<file path="config.mk">
export PLATFORM = sky130hd
export DESIGN_NAME = cmac_tx_gate
export DESIGN_NICKNAME = d
export VERILOG_FILES = /design/src/rtl/cmac_tx_gate.sv
export SDC_FILE = /design/constraint.sdc
export NUM_CORES = 1
export LEC_CHECK = 0
export ABC_AREA = 1
export CAP_MARGIN = 0
export CORE_AREA = 2 2 471 473
export CTS_CLUSTER_DIAMETER = 40
export DETAILED_ROUTE_END_ITERATION = 12
export DIE_AREA = 0 0 473 475
export PLACE_DENSITY = 0.3
export SYNTH_ARGS = -nofsm -noshare
export SYNTH_HDL_FRONTEND = slang
export SYNTH_SLANG_ARGS = --single-unit
</file>
<file path="constraint.sdc">
create_clock -name tx_clk -period 3.5 [get_ports tx_clk]
set_input_delay 0.7 -clock tx_clk [delete_from_list [all_inputs] [get_ports tx_clk]]
set_output_delay 0.7 -clock tx_clk [all_outputs]
set_load 0.03 [all_outputs]
</file>
<file path="src/rtl/cmac_tx_gate.sv">
// Packet-safe gate between the user TX AXI-stream and the CMAC axis_tx port.
// Forwards traffic only after alignment has been stable for a holdoff period and never cuts a packet short.
module cmac_tx_gate #(
  parameter int DATA_WIDTH     = 512,
  parameter int SYNC_FF        = 4,
  parameter int HOLDOFF_CYCLES = 1024,
  parameter int CNT_WIDTH      = 32
) (
  input  logic                    tx_clk,
  input  logic                    tx_reset,
  input  logic                    tx_aligned,
  input  logic                    drop_when_down,
  input  logic [DATA_WIDTH-1:0]   axis_in_tdata,
  input  logic [DATA_WIDTH/8-1:0] axis_in_tkeep,
  input  logic                    axis_in_tlast,
  input  logic                    axis_in_tvalid,
  output logic                    axis_in_tready,
  output logic [DATA_WIDTH-1:0]   axis_out_tdata,
  output logic [DATA_WIDTH/8-1:0] axis_out_tkeep,
  output logic                    axis_out_tlast,
  output logic                    axis_out_tvalid,
  input  logic                    axis_out_tready,
  output logic                    link_up,
  output logic [CNT_WIDTH-1:0]    dropped_packets,
  output logic [CNT_WIDTH-1:0]    link_up_events
);

  localparam int TIMER_WIDTH = (HOLDOFF_CYCLES > 1) ? $clog2(HOLDOFF_CYCLES) : 1;
  localparam logic [TIMER_WIDTH-1:0] TIMER_LOAD = TIMER_WIDTH'(HOLDOFF_CYCLES - 1);
  localparam logic [CNT_WIDTH-1:0] CNT_MAX = '1;

  typedef enum logic [1:0] {
    ST_DOWN,
    ST_HOLDOFF,
    ST_UP,
    ST_FLUSH
  } state_t;

  state_t                 state_reg, state_next;
  logic [TIMER_WIDTH-1:0] timer_reg, timer_next;
  logic [SYNC_FF-1:0]     sync_reg;
  logic                   sync_aligned;
  logic                   in_packet_reg, in_packet_next;
  logic                   accepted;
  logic                   drop_event;
  logic                   up_event;
  logic [CNT_WIDTH-1:0]   dropped_reg, link_up_events_reg;

  assign sync_aligned   = sync_reg[SYNC_FF-1];
  assign axis_out_tdata = axis_in_tdata;
  assign axis_out_tkeep = axis_in_tkeep;
  assign axis_out_tlast = axis_in_tlast;

  always_ff @(posedge tx_clk) begin
    if (tx_reset) begin
      sync_reg <= '0;
    end else begin
      sync_reg <= {sync_reg[SYNC_FF-2:0], tx_aligned};
    end
  end

  always_comb begin
    state_next      = state_reg;
    timer_next      = timer_reg;
    up_event        = 1'b0;
    axis_in_tready  = 1'b0;
    axis_out_tvalid = 1'b0;
    link_up         = 1'b0;

    case (state_reg)
      ST_DOWN, ST_HOLDOFF: axis_in_tready = drop_when_down;
      ST_UP: begin
        axis_in_tready  = axis_out_tready;
        axis_out_tvalid = axis_in_tvalid;
        link_up         = 1'b1;
      end
      ST_FLUSH: begin
        axis_in_tready  = axis_out_tready;
        axis_out_tvalid = axis_in_tvalid;
      end
      default: ;
    endcase

    // Handshake is frozen while reset is held, whatever state we are in.
    if (tx_reset) begin
      axis_in_tready  = 1'b0;
      axis_out_tvalid = 1'b0;
    end

    accepted       = axis_in_tvalid & axis_in_tready;
    in_packet_next = accepted ? ~axis_in_tlast : in_packet_reg;

    case (state_reg)
      ST_DOWN: begin
        if (sync_aligned && !in_packet_reg) begin
          state_next = ST_HOLDOFF;
          timer_next = TIMER_LOAD;
        end
      end
      ST_HOLDOFF: begin
        if (!sync_aligned) begin
          state_next = ST_DOWN;
        end else if (timer_reg != '0) begin
          timer_next = timer_reg - 1'b1;
        end else if (!in_packet_reg) begin
          state_next = ST_UP;
          up_event   = 1'b1;
        end
      end
      ST_UP: begin
        // Losing alignment mid-packet must still let the tail out, or the CMAC underflows.
        if (!sync_aligned) begin
          state_next = in_packet_next ? ST_FLUSH : ST_DOWN;
        end
      end
      ST_FLUSH: begin
        if (accepted && axis_in_tlast) begin
          state_next = ST_DOWN;
        end
      end
      default: state_next = ST_DOWN;
    endcase
  end

  assign drop_event = accepted & axis_in_tlast &
                      ((state_reg == ST_DOWN) | (state_reg == ST_HOLDOFF));

  always_ff @(posedge tx_clk) begin
    if (tx_reset) begin
      state_reg          <= ST_DOWN;
      timer_reg          <= '0;
      in_packet_reg      <= 1'b0;
      dropped_reg        <= '0;
      link_up_events_reg <= '0;
    end else begin
      state_reg     <= state_next;
      timer_reg     <= timer_next;
      in_packet_reg <= in_packet_next;
      if (drop_event && dropped_reg != CNT_MAX) begin
        dropped_reg <= dropped_reg + 1'b1;
      end
      if (up_event && link_up_events_reg != CNT_MAX) begin
        link_up_events_reg <= link_up_events_reg + 1'b1;
      end
    end
  end

  assign dropped_packets = dropped_reg;
  assign link_up_events  = link_up_events_reg;

endmodule

</file>
==> Yosys cells after proc, flatten, opt, wreduce, memory -nomap -nowiden <==
Index checks and enable logic that the tools add are counted.
{ "op_classes": {"mul": 0, "n_bitwise": 5, "div": 0, "mux": 22, "order_cmp": 0, "shifts": 0, "n_addsub": 3, "n_eq_ne": 12, "n_reduce_logical": 12} }
{ "ops": {"columns": ["operator", "n"], "rows": [
  ["$add A32 B1 Y32 const B", 2],
  ["$ne A32 B32 Y1 const B", 2],
  ["$mux W10", 3],
  ["$pmux W10 S2", 1],
  ["$mux W2", 7],
  ["$ne A2 B2 Y1 const B", 5],
  ["$reduce_bool A10 Y1", 1],
  ["$sub A10 B1 Y10 const B", 1],
  ["$mux W1", 9],
  ["$pmux W2 S4", 1],
  ["$ne A3 B3 Y1 const B", 2],
  ["$reduce_and A5 Y1", 1],
  ["$eq A2 B2 Y1 const B", 2],
  ["$logic_and A1 B1 Y1", 4],
  ["$reduce_and A4 Y1", 1],
  ["$reduce_or A2 Y1", 2],
  ["$and A1 B1 Y1", 3],
  ["$eq A2 B1 Y1 const B", 1],
  ["$logic_not A2 Y1", 1],
  ["$pmux W1 S2", 1],
  ["$reduce_bool A2 Y1", 1],
  ["$logic_not A1 Y1", 1],
  ["$not A1 Y1", 1],
  ["$or A1 B1 Y1", 1]
]} }
{ "totals": {"n_memories": 0, "input_bits": 583, "output_inout_bits": 644, "latchBits": 0, "mem_bits_rw": 0, "reg_bits": 81, "romBits": 0} }

==> Longest topological paths before layout <==
Gate-level depths: netlist of the first run.
{ "logic_depth": {"word_depth": 9, "depth_mapped": 12} }

==> Worst setup path after synthesis of the first run <==
No wires, ideal clock.
{ "synth_path": {"kind": "input-to-output", "from": "in tx_reset", "to": "out axis_in_tready", "n_path_buf": 2, "path_slack_ps": 917, "t_arrival_ps": 1883, "cell_stages": 3, "cell_sequence": "clkbuf_1 > clkbuf_1 > nor3b_1"} }
{ "synth_via": {"elab_chain_len": 1} }
{ "synth_lines": {"columns": ["item", "line", "text"], "rows": [
  ["start: declaration", "10", "input logic tx_reset,"],
  ["$mux W1", "85", "if (tx_reset) begin"],
  ["end: declaration", "17", "output logic axis_in_tready,"]
]} }
Every way passes these cells.

==> Final worst setup path of the first run <==
{ "layout_path": {"from": "in axis_in_tlast", "to": "out axis_out_tlast"} }
{ "layout_lines": {"columns": ["item", "line", "text"], "rows": [
  ["start: declaration", "15", "input logic axis_in_tlast,"],
  ["end: declaration", "20", "output logic axis_out_tlast,"]
]} }
No word-level cell between the ends.

==> summary.txt, run 1 <==
Status
  • Status: complete, no violations

Clock network
  • CTS max path bufs: 2
  • H-tree levels: 3
  • Clk slew on worst S/H paths: about 0.080 ns
  • # clock sinks: 81
  • Hold buffers post-CTS: 0
  • Setup bufs post-CTS: 0
  • CTS tree: done
  • TritonCTS buffer count: 9
  • CTS Root Cell: clkbuf_16
  • Resized cells post-CTS: 0
  • Clk_lat worst skew: roughly 0.40 ns

Synthesis
  • Area leader, netlist: buf_4
  • Sequential-to-total area share from yosys stat: 0.170
  • Syn_area_per_cell: ~6.7 um2
  • Post-synthesis cell area: 0.00957 mm2
  • Synth top area share: 0.456
  • Number of library cell types mapped by synthesis: 32
  • Yosys reg bits: 81
  • Mapped Nets: 2016
  • YS warnings: 0
  • Area contributors post-synth: buf_4, dfxtp_1, nand2_1
  • Cells after Synth: 1429

Min path
  • Hold Crit Endpoint: sync_reg[1]
  • Hold Path Stages: 2
  • Min-Delay Path Class: flip-flop to flip-flop
  • Hold_sp: sync_reg[0]

STA
  • Final TNS setup: 0 ns
  • Worst Skew: roughly 0.017 ns
  • RSZ-0062 raised after global routing: no
  • Worst Tran Pin Value: 0.894 ns
  • Period Utilization, post-route: 0.825
  • Setup-failing EPs final: 0
  • Slew HR: 0.402
  • Slew Limit Fails: 0
  • Achievable Freq: roughly 350 MHz
  • Hold Vio Cnt, Final: 0
  • Post-route worst setup slack: a little over 0.6 ns
  • Minimum clock period: between 2 and 3 ns

Critical path
  • Crit. End Element: output pin
  • Cell family with most CP delay: buffers and inverters
  • Reg-to-reg slack, setup: roughly 1.1 ns
  • Slowest CP cell: clkdlybuf4s50_1
  • Critical Path Fanout Max: 2
  • RR Startpoint: timer_reg[0]
  • Buf/Inv on CP: 2
  • CP most frequent cell: clkdlybuf4s50_1
  • Crit path kind: input pin to output pin
  • Worst EP required: around 2.8 ns
  • CP Launch Type: input pin
  • R2r endpoint: link_up_events[12]
  • Crit-path max cell delay: 0.75 ns
  • Reg2Reg Depth: 10
  • Arr. time, crit path: about 2.2 ns
  • Worst path cell trace: clkdlybuf4s50_1, clkdlybuf4s50_1

Layout
  • Share of cells above drive strength 1: 0.0797
  • Most frequent cells in the layout: nand2_1, nor2_1, dfxtp_1
  • Fillers: approximately 26000
  • Area taken by multi-input logic gates: around 0.0032 mm2
  • Area growth from synthesis to layout: 2.37%
  • Final nets: 1510
  • Most common cell after layout, fill and taps aside: nand2_1
  • Final non-filler cell total: between 3000 and 4000
  • Register area: 0.00162 mm2

Floorplan
  • Core Region: between 0.2 and 0.25 mm2
  • Initial Util: 0.0437
  • Rows: around 170
  • Die area: 0.225 mm2
  • I/O pin total: about 1200
  • DIE WIDTH: 473 um
  • Die height: around 480 um

Route
  • ANT nets after route: 0
  • DR WL/cell: approximately 27 um
  • Total iterations of the first detailed-routing run: 4
  • DR vias: 6632
  • DR DRC count: 0
  • Avg Vias per Cell: roughly 1.7
  • DRT iter0 DRCs: 425
  • Routed wire length: about 100000 um

Placed design
  • Post-Place Cells: between 3000 and 4000
  • Worst slack at placement: 0.586 ns
  • I/O Buffers: 74
  • GP Congestion: roughly 0.75
  • Hpwl dp: between 90000 and 100000 um

Flow run
  • Max-cap violations: 0

Global route
  • Vias in the first global route: between 6000 and 7000
  • First-pass GRT wire length: between 100000 and 150000 um
  • Grt ovf: 0
  • Initial antenna violation count: 2
  • GRT Overall Usage: 0.0861
  • Pin count of the biggest net entering global routing: 42

Power and ir drop
  • Worst IR drop on VDD: ~260 uV
  • PwrDens: between 200 and 250 mW/mm2
  • Leak Pwr: approximately 2.3 nW
## metal layers
| layer | routed length, um | track usage | vias up |
|---|---|---|---|
| met2 | 44600 | 0.132 | 871 |
| met5 | 203 | 0.00671 | - |
| li1 | - | - | 2826 |
| met1 | 16500 | 0.0394 | 2675 |
| met4 | 5280 | 0.0412 | 4 |
| met3 | 35000 | 0.140 | 256 |
## synth_stat cells, drive strengths merged
library cell / number
buf: 589
nand2: 344
nor2: 155
dfxtp: 81
a21oi: 63
inv: 62
nand3: 31
nand3b: 27
xor2: 19
o21ai: 17
nand4: 11
clkbuf: 9
xnor2: 8
ha: 4
nor3: 2
o31ai: 2
a211oi: 1
nor3b: 1
o211ai: 1
o21a: 1
o21bai: 1
## report_power, final
| part | total [W] | internal [W] | switching, W |
|---|---|---|---|
| combinational | 0.000361 | 0.000112 | 0.000249 |
| sequential | 0.000958 | 0.000941 | 0.0000180 |
| clock | 0.00103 | 0.000516 | 0.000514 |
| total | 0.00235 | 0.00157 | 0.000781 |
## through the flow
stage	hold WS, ns	instance area (um2)	util	power (W)
global route	0.426	9790	0.0447	0.00249
global placement	0.390	9490	0.0433	0.00136
finish	0.407	9790	0.0447	0.00235
detailed placement	0.396	9490	0.0433	0.00136
CTS	0.409	9790	0.0447	0.00244
floorplan	0.388	9570	-	0.00245
## kinds of logic after synthesis
logic type,synth area share
AND/OR/NAND/NOR,0.259
buffers and inverters,0.492
flip-flops,0.170
adder cells (fa/ha/maj),0.00523
XOR/XNOR,0.0247
AO/OA/AOI/OAI,0.0497
## final cells by class
cell class / instances / share of cell area
Antenna cell: 3 / 0.000767
Clock buffer: 10 / 0.0244
Clock inverter: 6 / 0.00562
Inverter: 62 / 0.0238
Multi-Input combinational cell: 688 / 0.331
Sequential cell: 81 / 0.166
Tap cell: 2871 / 0.367
Timing Repair Buffer: 81 / 0.0825
## worst max-delay path by stage
stage	startpoint	endpoint	slack [ns]	depth (start not counted)
after global routing	axis_in_tlast	axis_out_tlast	0.56	2
after floorplan	tx_reset	axis_in_tready	0.92	3
final	axis_in_tlast	axis_out_tlast	0.61	2
after CTS	axis_in_tlast	axis_out_tlast	0.57	2
after global placement	axis_in_tlast	axis_out_tlast	0.56	2
after detailed placement	axis_in_tlast	axis_out_tlast	0.59	2
Power figures use the tool's default switching activity.
==> run 2: changes to the inputs <==
--- a/config.mk
+++ b/config.mk
@@ -7,10 +7,10 @@
 export LEC_CHECK = 0
 export ABC_AREA = 1
 export CAP_MARGIN = 0
-export CORE_AREA = 2 2 471 473
+export CORE_AREA = 2 2 483 485
 export CTS_CLUSTER_DIAMETER = 40
 export DETAILED_ROUTE_END_ITERATION = 12
-export DIE_AREA = 0 0 473 475
+export DIE_AREA = 0 0 485 487
 export PLACE_DENSITY = 0.3
 export SYNTH_ARGS = -nofsm -noshare
 export SYNTH_HDL_FRONTEND = slang
==> constraint.sdc (replaced) <==
create_clock -name tx_clk -period 2.7 [get_ports tx_clk]
set_input_delay 0.54 -clock tx_clk [delete_from_list [all_inputs] [get_ports tx_clk]]
set_output_delay 0.54 -clock tx_clk [all_outputs]
set_load 0.03 [all_outputs]
==> summary.txt, run 2 (synthesis results as in run 1) <==
Layout
  • Area growth from synthesis to layout: 6.08% (was 2.37%)
  • Fillers: 27479 (was 26049)
  • Final Instance Area: 0.0101 mm2 (was 0.00979 mm2)
  • Share of cells above drive strength 1: 0.117 (was 0.0797)
  • Most common cell after layout, fill and taps aside: nand2_1 (unchanged)
  • Final nets: 1530 (was 1510)
  • Most frequent cells in the layout: nand2_1, nor2_1, dfxtp_1 (unchanged)

Route
  • Routed wire length: 102000 um (about the same)
  • Total iterations of the first detailed-routing run: 5 (was 4)
  • DRT iter0 DRCs: 328 (was 425)
  • ANT nets after route: 0 (unchanged)
  • Avg Vias per Cell: 1.71 (was 1.74)
  • DR vias: 6843 (was 6632)
  • DR DRC count: 0 (unchanged)
  • DR WL/cell: 25.5 um (was 26.7 um)

STA
  • Worst Tran Pin Value: 0.836 ns (was 0.894 ns)
  • Slew Limit Fails: 0 (unchanged)
  • Setup-failing EPs final: 0 (unchanged)
  • Hold Vio Cnt, Final: 0 (unchanged)
  • Worst Skew: 0.0143 ns (was 0.0169 ns)
  • Slew HR: 0.442 (was 0.402)
  • Period Utilization, post-route: 0.856
  • Achievable Freq: roughly 430 MHz
  • RSZ-0062 raised after global routing: no (unchanged)
  • Min Hold Slack: 0.402 ns (was 0.407 ns)
  • Minimum clock period: 2.31 ns
  • Post-route worst setup slack: 0.390 ns (was 0.611 ns)
  • Final TNS setup: 0 ns (unchanged)

Clock network
  • Resized cells post-CTS: 0 (unchanged)
  • Clk slew on worst S/H paths: 0.07 ns (was 0.08 ns)
  • CTS tree: done (unchanged)
  • Setup bufs post-CTS: 0 (unchanged)
  • CTS Root Cell: clkbuf_16 (unchanged)
  • Clk_lat worst skew: 0.41 ns (was 0.40 ns)
  • H-tree levels: 3 (unchanged)
  • CTS max path bufs: 2 (unchanged)
  • Hold buffers post-CTS: 0 (unchanged)
  • TritonCTS buffer count: 9 (unchanged)
  • # clock sinks: 81 (unchanged)

Floorplan
  • DIE WIDTH: 485 um (was 473 um)
  • Die area: 0.236 mm2 (was 0.225 mm2)
  • Core Region: 0.231 mm2 (was 0.219 mm2)
  • I/O pin total: 1227 (unchanged)
  • Die height: 487 um (was 475 um)
  • Rows: 177 (was 172)
  • Initial Util: 0.0413 (was 0.0437)

Critical path
  • Crit path kind: flip-flop to flip-flop (was input pin to output pin)
  • Worst EP required: 3.02 ns (was 2.80 ns)
  • Critical Path Fanout Max: 18 (was 2)
  • Worst path cell trace: inv_1, ha_1, nand3_1, nor2_2, nand4_1, nor2_4, buf_4, nand2_1, a21oi_1 (was clkdlybuf4s50_1, clkdlybuf4s50_1)
  • Crit. End Element: flip-flop (was output pin)
  • Arr. time, crit path: 2.63 ns (was 2.19 ns)
  • Slowest CP cell: nand4_1 (was clkdlybuf4s50_1)
  • CP Launch Type: flip-flop (was input pin)
  • Reg-to-reg slack, setup: 0.39 ns (was 1.11 ns)
  • Crit-path max cell delay: 0.52 ns (was 0.75 ns)

Min path
  • Min-Delay Path Class: flip-flop to flip-flop (unchanged)

Placed design
  • Placed Area: 0.00986 mm2 (was 0.00949 mm2)
  • Worst slack at placement: 0.357 ns (was 0.586 ns)
  • GP Congestion: 0.750 (was 0.751)
  • Hpwl dp: 92900 um (was 93200 um)
  • I/O Buffers: 74 (unchanged)

Global route
  • Initial antenna violation count: 5 (was 2)
  • Vias in the first global route: 6830 (was 6418)
  • Pin count of the biggest net entering global routing: 42 (unchanged)
  • GRT Overall Usage: 0.0826 (was 0.0861)
  • Grt ovf: 0 (unchanged)
  • First-pass GRT wire length: 117000 um (was 115000 um)

Power and ir drop
  • PwrDens: 305 mW/mm2 (was 240 mW/mm2)
  • Leak Pwr: 2.44 nW (was 2.30 nW)
  • Total power: 0.00310 W (was 0.00235 W)
  • Worst IR drop on VDD: 350 uV (was 265 uV)

Status
  • Status: complete, no violations (unchanged)

Flow run
  • Max-cap violations: 0 (unchanged)
[run 2: cell types whose count changed in the layout (fill, tap and decap cells not counted), moves of 2 or more]
cell	previous run	this run
buf_4	9	42
clkdlybuf4s50_1	70	54
clkinv_4	2	0
buf_12	2	5
[run 2: routing by layer]
| metal | global-route usage | part of all wire | wire length, um |
|---|---|---|---|
| met1 | 0.0333 | 0.14 | 14700 |
| met2 | 0.131 | 0.45 | 45700 |
| met3 | 0.131 | 0.34 | 34200 |
| met4 | 0.0495 | 0.069 | 6980 |
| met5 | 0.00449 | 0.0016 | 159 |
[run 2: area by class of cell]
cell class / count / area (um2) / area share
Timing Repair Buffer: 101 / 956 / 0.0942
Inverter: 62 / 233 / 0.0229
Antenna cell: 2 / 5.00 / 0.000493
Sequential cell: 81 / 1620 / 0.160
Tap cell: 3043 / 3810 / 0.375
Clock inverter: 7 / 58.8 / 0.00579
Clock buffer: 9 / 225 / 0.0222
Multi-Input combinational cell: 688 / 3240 / 0.319
[run 2: path summary, 6_finish.rpt]
check	from	end	cells after the start
worst min register to register	sync_reg[1]	sync_reg[2]	2
worst min-delay path	sync_reg[1]	sync_reg[2]	2
worst max-delay path	timer_reg[0]	link_up_events[13]	9
worst max register to register	timer_reg[0]	link_up_events[13]	9
[run 2: power breakdown]
part / switching (W) / internal, W / total (W)
clock network: 0.000685 / 0.000642 / 0.00133
logic: 0.000343 / 0.000179 / 0.000522
registers: 0.0000281 / 0.00122 / 0.00125
[run 2: stage by stage]
step,utilization,cells
after global placement,0.0426,3975
after detailed placement,0.0426,3975
final,0.0439,3993
after global routing,0.0438,3991
after floorplan,-,1429
after CTS,0.0438,3991
[run 2: critical path: cells and delay by family (launching register included)]
kind,cells,cell delay [ns]
AOI/OAI and AO/OA,1,0.13
adders and majority gates,1,0.21
buffers and inverters,2,0.43
DFF,1,0.35
and+or+nand+nor,5,1.06
==> run 3: changes to the inputs <==
--- a/config.mk
+++ b/config.mk
@@ -12,6 +12,7 @@
 export DETAILED_ROUTE_END_ITERATION = 12
 export DIE_AREA = 0 0 485 487
 export PLACE_DENSITY = 0.3
+export SKIP_LAST_GASP = 1
 export SYNTH_ARGS = -nofsm -noshare
 export SYNTH_HDL_FRONTEND = slang
 export SYNTH_SLANG_ARGS = --single-unit
==> results of run 3 <==
Same layout as run 2: the final DEF is identical, and so are final timing and power.
